<file path="src/rtl/piso_pkg.sv">
// Shared types and elaboration helpers for the parallel-in/serial-out stream serializer.
package piso_pkg;

    typedef enum logic {
        IDLE  = 1'b0,
        SHIFT = 1'b1
    } piso_state_e;

    function automatic int unsigned beats(input int unsigned width, input int unsigned lanes);
        return width / lanes;
    endfunction

    // A requested length of zero or beyond the word size means a full word.
    function automatic int unsigned clamp_len(input int unsigned len, input int unsigned nbeats);
        if (len == 0 || len > nbeats) begin
            return nbeats;
        end
        return len;
    endfunction

endpackage

</file>
<file path="src/rtl/piso_stream_serializer.sv">
// Serializes WIDTH-bit words into LANES-bit beats over valid/ready on both sides.
// state | meaning
// IDLE  | no word held, ready for a new one
// SHIFT | presenting beats of the held word; reloads on the last beat for gap-free streaming
module piso_stream_serializer
    import piso_pkg::*;
#(
    parameter int unsigned WIDTH = 8,
    parameter int unsigned LANES = 1,
    parameter int unsigned LEN_W = $clog2(WIDTH / LANES + 1)
) (
    input  logic             clk,
    input  logic             rst,
    input  logic             in_valid,
    output logic             in_ready,
    input  logic [WIDTH-1:0] in_data,
    input  logic             in_msb_first,
    input  logic [LEN_W-1:0] in_len,
    output logic [LANES-1:0] ser_data,
    output logic             ser_valid,
    input  logic             ser_ready,
    output logic             ser_last,
    output logic             busy
);

    localparam int unsigned BEATS = beats(WIDTH, LANES);

    if (WIDTH % LANES != 0) begin : g_bad_lanes
        $error("piso_stream_serializer: WIDTH must be a multiple of LANES");
    end

    piso_state_e      state_q, state_d;
    logic [WIDTH-1:0] sh_q, sh_d;
    logic             msb_q, msb_d;
    logic [LEN_W-1:0] len_q, len_d;
    logic [LEN_W-1:0] cnt_q, cnt_d;
    logic             accept;
    logic             beat_done;

    assign ser_valid = (state_q == SHIFT);
    assign busy      = (state_q == SHIFT);
    assign ser_last  = ser_valid && (cnt_q == len_q - LEN_W'(1));
    assign ser_data  = ser_valid ? (msb_q ? sh_q[WIDTH-1 -: LANES] : sh_q[LANES-1:0]) : '0;
    assign in_ready  = !rst && ((state_q == IDLE) || (ser_valid && ser_last && ser_ready));

    assign accept    = in_valid && in_ready;
    assign beat_done = ser_valid && ser_ready;

    always_ff @(posedge clk or posedge rst) begin
        if (rst) begin
            state_q <= IDLE;
            sh_q    <= '0;
            msb_q   <= 1'b0;
            len_q   <= '0;
            cnt_q   <= '0;
        end else begin
            state_q <= state_d;
            sh_q    <= sh_d;
            msb_q   <= msb_d;
            len_q   <= len_d;
            cnt_q   <= cnt_d;
        end
    end

    always_comb begin
        state_d = state_q;
        sh_d    = sh_q;
        msb_d   = msb_q;
        len_d   = len_q;
        cnt_d   = cnt_q;

        case (state_q)
            IDLE: begin
                state_d = IDLE;
            end
            SHIFT: begin
                if (beat_done) begin
                    if (ser_last) begin
                        state_d = IDLE;
                    end else begin
                        sh_d  = msb_q ? (sh_q << LANES) : (sh_q >> LANES);
                        cnt_d = cnt_q + LEN_W'(1);
                    end
                end
            end
            default: begin
                state_d = IDLE;
            end
        endcase

        // Acceptance only happens in IDLE or alongside the final beat, so it overrides the above.
        if (accept) begin
            state_d = SHIFT;
            sh_d    = in_data;
            msb_d   = in_msb_first;
            len_d   = LEN_W'(clamp_len(32'(in_len), BEATS));
            cnt_d   = '0;
        end
    end

endmodule

</file>
<file path="config.mk">
export PLATFORM = sky130hd
export DESIGN_NAME = piso_stream_serializer
export DESIGN_NICKNAME = d
export VERILOG_FILES = /design/src/rtl/piso_pkg.sv /design/src/rtl/piso_stream_serializer.sv
export SDC_FILE = /design/constraint.sdc
export NUM_CORES = 1
export LEC_CHECK = 0
export CORE_MARGIN = 8
export CORE_UTILIZATION = 45
export DETAILED_ROUTE_END_ITERATION = 6
export DONT_BUFFER_PORTS = 1
export HOLD_SLACK_MARGIN = 0.12
export PLACE_DENSITY = 0.59
export RECOVER_POWER = 50
export SLEW_MARGIN = 20
export SYNTH_ARGS = -nofsm -noshare
export SYNTH_HDL_FRONTEND = slang
export SYNTH_SLANG_ARGS = --single-unit
</file>
<file path="constraint.sdc">
create_clock -name clk -period 3.2 [get_ports clk]
set_input_delay 0.16 -clock clk [delete_from_list [all_inputs] [get_ports clk]]
set_output_delay 0.16 -clock clk [all_outputs]
set_load 0.01 [all_outputs]
</file>
; ---- Yosys cells after proc, flatten, opt, wreduce, memory -nomap -nowiden
; Index checks and enable logic that the tools add are counted.
[word_totals]
register_bits = 18
input_bits = 17
output_inout_bits = 5
[op_classes]
add_sub_neg = 2
magnitude_cmp = 1
n_eq_ne = 2
muxes = 19
n_bitwise = 1
n_reduce_logical = 13
[op_table]
columns = operator, n
row1 = 8-bit two-way mux, 5
row2 = 4-bit two-way mux, 6
row3 = 1-bit two-way mux, 7
row4 = 1-bit logical AND, 6
row5 = 4-bit by 1-bit adder with 4-bit output (second input constant), 1
row6 = 4-bit equality test, 1
row7 = 4-bit > comparator (second input constant), 1
row8 = 4-bit logical NOT, 1
row9 = 2-bit nonzero test, 2
row10 = 4-bit by 1-bit subtractor with 4-bit output (second input constant), 1
row11 = 3-bit AND reduction, 1
row12 = 1-bit logical OR, 2
row13 = 2-bit by 1-bit != test with 1-bit output (second input constant), 1
row14 = 1-bit one-hot mux with 2 select lines, 1
row15 = 1-bit logical NOT, 1
row16 = 1-bit inverter, 1

; ---- Longest topological paths before layout
; Gate-level depths: netlist of the first run.
[logic_depth]
depth_word = 10
mapped_depth = 8

; ---- Worst setup path after synthesis of the first run
; OpenSTA, ideal clock, no wires.
[synth_timing]
kind = register to register
start = register len_q[0]
end = register sh_q[1]
arrival_ns = 1.732
required_ns = 3.057
setup_slack_ns = 1.325
path_stages_with_launch = 8
n_path_buf = 1
period_less_slack_ns = 1.875
path_cell_list = dfrtp_1 > inv_1 > ha_1 > xor2_1 > and4_1 > a31oi_2 > buf_2 > o221ai_1
[synth_between]
elab_chain_len = 10
word_cells_on_any_way = 13
cone_classes = 1 x add/sub / 2 x eq/ne / 1 x mux / 9 x reduce/logical
[synth_lines]
columns = item, line_no
row1 = from (decl), piso_stream_serializer.sv:35  ; logic [LEN_W-1:0] len_q, len_d;
row2 = from (signal assigned), piso_stream_serializer.sv:60  ; len_q <= len_d;
row3 = 4-bit by 1-bit subtractor with 4-bit output (*), piso_stream_serializer.sv:42  ; assign ser_last = ser_valid && (cnt_q == len_q - LEN_W'(1));
row4 = 4-bit equality test (*), piso_stream_serializer.sv:42
row5 = 1-bit logical AND (*), piso_stream_serializer.sv:42
row6 = 1-bit logical AND (2 in series), piso_stream_serializer.sv:44  ; assign in_ready = !rst && ((state_q == IDLE) || (ser_valid && ser_last && ser_ready));
row7 = 1-bit logical OR, piso_stream_serializer.sv:44
row8 = 1-bit logical AND, piso_stream_serializer.sv:44
row9 = 1-bit logical AND, piso_stream_serializer.sv:46  ; assign accept = in_valid && in_ready;
row10 = 2-bit by 1-bit != test with 1-bit output (no source line) or 2-bit nonzero test (tied branches), n/a
row11 = 3-bit AND reduction (no source line), n/a
row12 = to (signal assigned), piso_stream_serializer.sv:52  ; sh_q <= '0;
row13 = to (signal assigned), piso_stream_serializer.sv:58  ; sh_q <= sh_d;
row14 = to (decl), piso_stream_serializer.sv:33  ; logic [WIDTH-1:0] sh_q, sh_d;
; Mark *: on every way between the ends. The rest lies on a longest branch, timed or not.
; A chain may end at the register's enable or synchronous reset.

; ---- Final worst setup path of the first run
[layout_timing]
start = register len_q[0]
end = output port in_ready
[layout_between]
elab_chain_len = 7
[layout_lines]
columns = item, line_no
row1 = 4-bit by 1-bit subtractor with 4-bit output, piso_stream_serializer.sv:42
row2 = 4-bit equality test, piso_stream_serializer.sv:42
row3 = 1-bit logical AND, piso_stream_serializer.sv:42
row4 = 1-bit logical AND (2 in series), piso_stream_serializer.sv:44
row5 = 1-bit logical OR, piso_stream_serializer.sv:44
row6 = 1-bit logical AND, piso_stream_serializer.sv:44
row7 = to (decl), piso_stream_serializer.sv:15  ; output logic in_ready,
; No other way between the ends.

==> results of run 1 <==
## cells in the final DEF (no fill, tap or decap), drive strengths merged, types with 2 or more instances in the layout
master	count
a22o	2
nor2	5
or3b	2
a21oi	7
nor2b	3
o211ai	5
ha	2
xnor2	2
nand2	17
xor2	3
inv	11
o21ai	6
and3	3
mux2i	7
o221ai	6
nor3	4
clkbuf	4
mux2	2
dlygate4sd3	17
dfrtp	18
nand2b	3
## sequential cells by signal, summed over array words and instances (netlist names)
name   cells
cnt_q      4
len_q      4
sh_q       8
busy       1
msb_q      1
## cell usage after synthesis (3+ instances only)
cell type	n	area share
nor2b_1	3	0.016
nand2_1	17	0.054
a21oi_1	7	0.030
dfrtp_1	18	0.38
o221ai_1	6	0.044
o21ai_1	4	0.017
and3_1	3	0.016
nor2_1	5	0.016
nor3_1	3	0.013
nand2b_1	3	0.016
inv_1	11	0.035
o211ai_1	3	0.019
mux2i_1	7	0.059
## power by group through the flow
stage	logic, mW	clock network, mW	registers, mW
after global routing	0.755	0.161	0.485
after detailed placement	0.664	0	0.476
after global placement	0.651	0	0.474
after floorplan	0.620	0	0.404
after CTS	0.684	0.148	0.472
final	0.677	0.141	0.470
## per-layer routing
layer | global-route usage | routed length [µm]
met1 | 0.145 | 1170
met2 | 0.213 | 1220
met3 | 0.0414 | 150
met4 | 0.0183 | 10
met5 | 0 | 0
## path summary, 6_finish.rpt
path                                      start  slack, ps                    to  cells after the start
setup / recovery           len_q[0]$_DFFE_PP0P_        980              in_ready                      7
hold / removal                       in_data[7]        130   sh_q[7]$_DFFE_PP0P_                      4
setup reg to reg           len_q[0]$_DFFE_PP0P_       1200     msb_q$_DFFE_PP0P_                      7
hold reg to reg             sh_q[2]$_DFFE_PP0P_        530   sh_q[2]$_DFFE_PP0P_                      2
max in group asynchronous                   rst       2350  len_q[2]$_DFFE_PP0P_                      2
min in group asynchronous                   rst        410  cnt_q[2]$_DFFE_PP0P_                      2
## kinds of logic (layout without fill, tap and decap cells)
group / after synthesis / in the layout / synth area share
AND/OR/NAND/NOR: 41 / 41 / 0.180
AO/OA/AOI/OAI: 31 / 31 / 0.211
flip-flops: 18 / 18 / 0.379
buffers and inverters: 15 / 33 / 0.0548
multiplexers: 9 / 9 / 0.0780
XOR/XNOR: 6 / 6 / 0.0759
adder cells (fa/ha/maj): 2 / 2 / 0.0211
## layout make-up
cell class                 count  area, µm²
sequential                    18        450
inverter                      11       41.3
fill                         230       1080
clock buffer                   4       36.3
multi-input combinational     89        672
tap                           30       37.5
timing repair buffer          18        178
## worst max-delay path, delay by kind of cell, from the launching register on
family,cells,cell delay [ps]
AO/OA/AOI/OAI,1,280
flip-flops,1,420
AND/OR/NAND/NOR,3,500
buffers and inverters,1,70
XOR/XNOR,1,230
adder cells (fa/ha/maj),1,300
## per-stage QoR
step | total power [mW] | instances | setup slack (ps) | utilization | hold WS [ps]
3_5_place_dp | 1.14 | 149 | 1200 | 0.483 | 213
4_1_cts | 1.30 | 170 | 960 | 0.566 | 127
2_1_floorplan | 1.02 | 122 | 1330 | - | 98.6
3_3_place_gp | 1.13 | 149 | 1240 | 0.483 | 210
6_report | 1.29 | 170 | 975 | 0.566 | 133
5_1_grt | 1.40 | 170 | 749 | 0.566 | 130
==> flow_metrics.env, run 1 <==
export IMPL_switchingPower_mw=0.583
export IMPL_design_die_area_um2=4540
export IMPL_detail_route_wirelength_um=2550
export IMPL_cts_sinks=18
export IMPL_period_utilisation_layout=0.695
export IMPL_netlist_instances=122
export IMPL_cell_internal_pwr_mw=0.705
export IMPL_worst_slew_pin_slew_ps=733
export IMPL_setup_viol=0
export IMPL_outcome="completed"
export IMPL_ys_ff_latch=18
export IMPL_slowest_stage="dfrtp_1"
export IMPL_postPlaceCellArea_um2=1210
export IMPL_die_width_um=67.4
export IMPL_timing_critical_path_fanout_max=4
export IMPL_seqPwrFrac=0.365
export IMPL_place_congestion=0.745
export IMPL_globalRoute_totalOverflow=0
export IMPL_first_pass_iters=4
export IMPL_grt_start_max_net_pins=19
export IMPL_yosys_warnings=0
export IMPL_ir_worst_vdd_mv=0.473
export IMPL_critical_path_cell_chain="inv_1 -> ha_1 -> xor2_1 -> nand3_2 -> nor2_1 -> nand2_1 -> a21oi_1"
export IMPL_synthesis_area_um2=1190
export IMPL_layout_drive_gt1_share=0.121
export IMPL_postSynth_asyncResetShare=1.00
export IMPL_clock_power_share=0.110
export IMPL_power_per_cell_area_nw_per_um2=910
export IMPL_floorplan_die_height_um=67.4
export IMPL_first_pass_grt_wire_length_um=4420
export IMPL_leakagePower_nw=0.614
export IMPL_post_cts_hold_fix_bufs=17
export IMPL_dp_final_hpwl_um=1860
export IMPL_critPathMaxStageDelay_ps=420
export IMPL_timing_max_cap_violations=0
export IMPL_setup_worst_path_start_class="flop"
export IMPL_final_net_count=160
export IMPL_clk_latency_ps=290
export IMPL_htreeDepth=1
export IMPL_first_iteration_detailed_routing_drc_count=38
export IMPL_synth_sequential_area_ratio=0.379
export IMPL_synth_enable_flop_cells=0
export IMPL_placement_rows=18
export IMPL_synth_net_count=141
export IMPL_netSwitchingFraction=0.453
export IMPL_max_clock_freq_mhz=449
export IMPL_postCtsSetupBuffers=0
export IMPL_antenna_violating_nets_post_route=0
export IMPL_cts_path_max_buffers=2
export IMPL_worst_setup_path_end_kind="primary output"
export IMPL_postSynth_topFlopCell="dfrtp_1"
export IMPL_worst_setup_path_type="flop to primary output"
export IMPL_cts_tree="done"
export IMPL_worst_setup_hold_path_clk_slew_ps=110
export IMPL_synth_distinct_cells=37
export IMPL_boundaryPins=22
export IMPL_rsz0062_at_grt="no"
export IMPL_remaining_drc_errors=0
export IMPL_p_comb_frac=0.525
export IMPL_numCtsBuffers=3
export IMPL_slew_viol_final=0
export IMPL_critPathArrivalTime_ps=2060
export IMPL_insertedDiodeCount=0
export IMPL_route_vias_total=944
export IMPL_initial_antenna_violation_count=0
export IMPL_port_buffers=0
export IMPL_cts_root_buffer_cell="clkbuf_4"
export IMPL_grt_use_total=0.122
export IMPL_per_cell_routed_wire_length_um=15.0
export IMPL_finClkSkew_ps=5.85
export IMPL_initial_core_util=0.475
export IMPL_post_cts_resized=0
export IMPL_min_path_type="input port to flop"
export IMPL_fin_crit_ps=2220
export IMPL_syn_avg_cell_area_um2=9.73
export IMPL_timing_max_slew_rel_slack=0.511
export IMPL_cp_data_required_time_ps=3040
export IMPL_final_design_area_excluding_fillers_um2=1420
export IMPL_first_global_vias=1011
export IMPL_layout_area_overhead_vs_synth_pct=19.2
export IMPL_viasPerCell=5.55
export IMPL_finalSetupTns_ps=0
export IMPL_report_final_hold_viol_count=0
export IMPL_core_area_um2=2500
No activity file was read; power rests on OpenSTA's default activity.
==> run 2, diff against run 1 <==
==> constraint.sdc (replaced) <==
create_clock -name clk -period 2.28 [get_ports clk]
set_input_delay 0.114 -clock clk [delete_from_list [all_inputs] [get_ports clk]]
set_output_delay 0.114 -clock clk [all_outputs]
set_load 0.01 [all_outputs]
==> run 2 against run 1 <==
Via count is 0.95% higher. Hold slack worse by 5.6 ps. Count of clock-buffer cells in the layout is 1 lower. Sequential share of layout area is 0.47 points lower. Wire length is 0.98% higher. Final cell count is 1.8% higher. Global-route usage is 0.055 points higher. Register-to-register slack worse by 890 ps. Highest routed layer is now met3.
==> flow_metrics.env, run 2 (same netlist as run 1, synthesis figures left out) <==
export IMPL_period_utilisation_layout=0.929
export IMPL_remaining_drc_errors=0
export IMPL_boundaryPins=22
export IMPL_timing_max_cap_violations=0
export IMPL_setup_worst_path_start_class="flop"
export IMPL_timing_max_slew_rel_slack=0.491
export IMPL_largest_register_ffs=8
export IMPL_pre_cts_slack_ps=325
export IMPL_min_path_type="input port to flop"
export IMPL_core_area_um2=2500
export IMPL_layout_area_overhead_vs_synth_pct=21.0
export IMPL_first_pass_grt_wire_length_um=4450
export IMPL_port_buffers=0
export IMPL_first_iteration_detailed_routing_drc_count=41
export IMPL_design_die_area_um2=4540
export IMPL_largest_register="sh_q"
export IMPL_grt_use_total=0.123
export IMPL_antenna_violating_nets_post_route=0
export IMPL_outcome="completed"
export IMPL_route_vias_total=953
export IMPL_grt_start_max_net_pins=19
export IMPL_worst_setup_path_end_kind="primary output"
export IMPL_initial_antenna_violation_count=0
export IMPL_globalRoute_totalOverflow=0
export IMPL_finalSetupTns_ps=0
export IMPL_first_pass_iters=4
export IMPL_htreeDepth=1
export IMPL_initial_core_util=0.475
export IMPL_post_route_worst_setup_slack_ps=162
export IMPL_postPlaceCellArea_um2=1230
export IMPL_placement_rows=18
export IMPL_final_design_area_excluding_fillers_um2=1440
export IMPL_die_width_um=67.4
export IMPL_finClkSkew_ps=4.62
export IMPL_worst_slew_pin_slew_ps=764
export IMPL_max_clock_freq_mhz=472
export IMPL_fin_crit_ps=2120
export IMPL_timing_critical_path_fanout_max=4
export IMPL_numCtsBuffers=3
export IMPL_slew_viol_final=0
export IMPL_reg_largest_list="sh_q x8, cnt_q x4, len_q x4"
export IMPL_worst_setup_hold_path_clk_slew_ps=100
export IMPL_most_common_layout_cells="18 x dfrtp_1, 18 x dlygate4sd3_1, 17 x nand2_1"
export IMPL_clk_latency_ps=290
export IMPL_worst_setup_path_type="flop to primary output"
export IMPL_cts_tree="done"
export IMPL_viasPerCell=5.51
export IMPL_final_net_count=164
export IMPL_ir_worst_vdd_mv=0.611
export IMPL_report_final_hold_viol_count=0
export IMPL_postCtsSetupBuffers=0
export IMPL_detail_route_wirelength_um=2570
export IMPL_critPathArrivalTime_ps=2000
export IMPL_place_congestion=0.782
export IMPL_insertedDiodeCount=0
export IMPL_dp_final_hpwl_um=1950
export IMPL_cts_path_max_buffers=2
export IMPL_setup_viol=0
export IMPL_first_global_vias=981
export IMPL_power_per_cell_area_nw_per_um2=1240
export IMPL_final_core_utilization=0.575
export IMPL_rsz0062_at_grt="no"
export IMPL_timing_reg2reg_setup_slack_ps=310
export IMPL_nFillCells=224
export IMPL_per_cell_routed_wire_length_um=14.9
export IMPL_cts_sinks=18
export IMPL_layout_drive_gt1_share=0.140
export IMPL_cts_root_buffer_cell="clkbuf_4"
export IMPL_floorplan_die_height_um=67.4
export IMPL_cp_data_required_time_ps=2170
export IMPL_leakagePower_nw=0.621
-- run 2: area by class of cell --
cell class              instances  area (µm²)  share of cell area
flip-flops and latches         18         450               0.314
inverters                      11        41.3              0.0287
clock buffers                   3        22.5              0.0157
repair buffers                 22         206               0.144
multi-input cells              89         678               0.472
well taps                      30        37.5              0.0261
-- run 2: what timing repair did --
action                                  4_1_cts  5_1_grt
hold buffers                                 18        0
resized for setup                             0        2
hold endpoints to repair                     33        0
endpoints found under the setup margin        0        1
-- run 2: final timing paths --
kind                                   endpoint  cells after the start            startpoint
hold / removal              sh_q[4]$_DFFE_PP0P_                      2             ser_ready
setup / recovery                       in_ready                      7  len_q[0]$_DFFE_PP0P_
max in group asynchronous     msb_q$_DFFE_PP0P_                      2                   rst
hold reg to reg             sh_q[1]$_DFFE_PP0P_                      2   sh_q[1]$_DFFE_PP0P_
setup reg to reg            sh_q[0]$_DFFE_PP0P_                      7  len_q[0]$_DFFE_PP0P_
min in group asynchronous  cnt_q[3]$_DFFE_PP0P_                      2                   rst
-- run 2: per-stage QoR --
step / instances / hold slack, ps / power (mW)
after CTS: 173 / 122 / 1.80
after global routing: 173 / 129 / 1.94
after floorplan: 122 / 52.6 / 1.44
final: 173 / 128 / 1.79
after global placement: 152 / 147 / 1.60
after detailed placement: 152 / 161 / 1.62
-- run 2: layer usage --
| metal | GRT usage | wire [µm] | part of all wire |
|---|---|---|---|
| met2 | 0.222 | 1310 | 0.51 |
| met3 | 0.0232 | 116 | 0.045 |
| met4 | 0.0313 | 0 | 0 |
| met5 | 0 | 0 | 0 |
| met1 | 0.145 | 1150 | 0.45 |
-- run 2: report_power, final --
| part | internal (mW) | switching, mW | total [mW] | leakage, nW |
|---|---|---|---|---|
| Clock | 0.0613 | 0.0949 | 0.156 | 0.0138 |
| Sequential | 0.450 | 0.173 | 0.623 | 0.228 |
| Combinational | 0.457 | 0.550 | 1.01 | 0.379 |
-- run 2: critical path, cell delays in order (launching register included) --
cell	delay, ps
dfrtp_1	430
inv_1	70
ha_1	310
xor2_1	230
nand3_2	210
nor2_2	170
nand2_1	110
a21oi_2	210
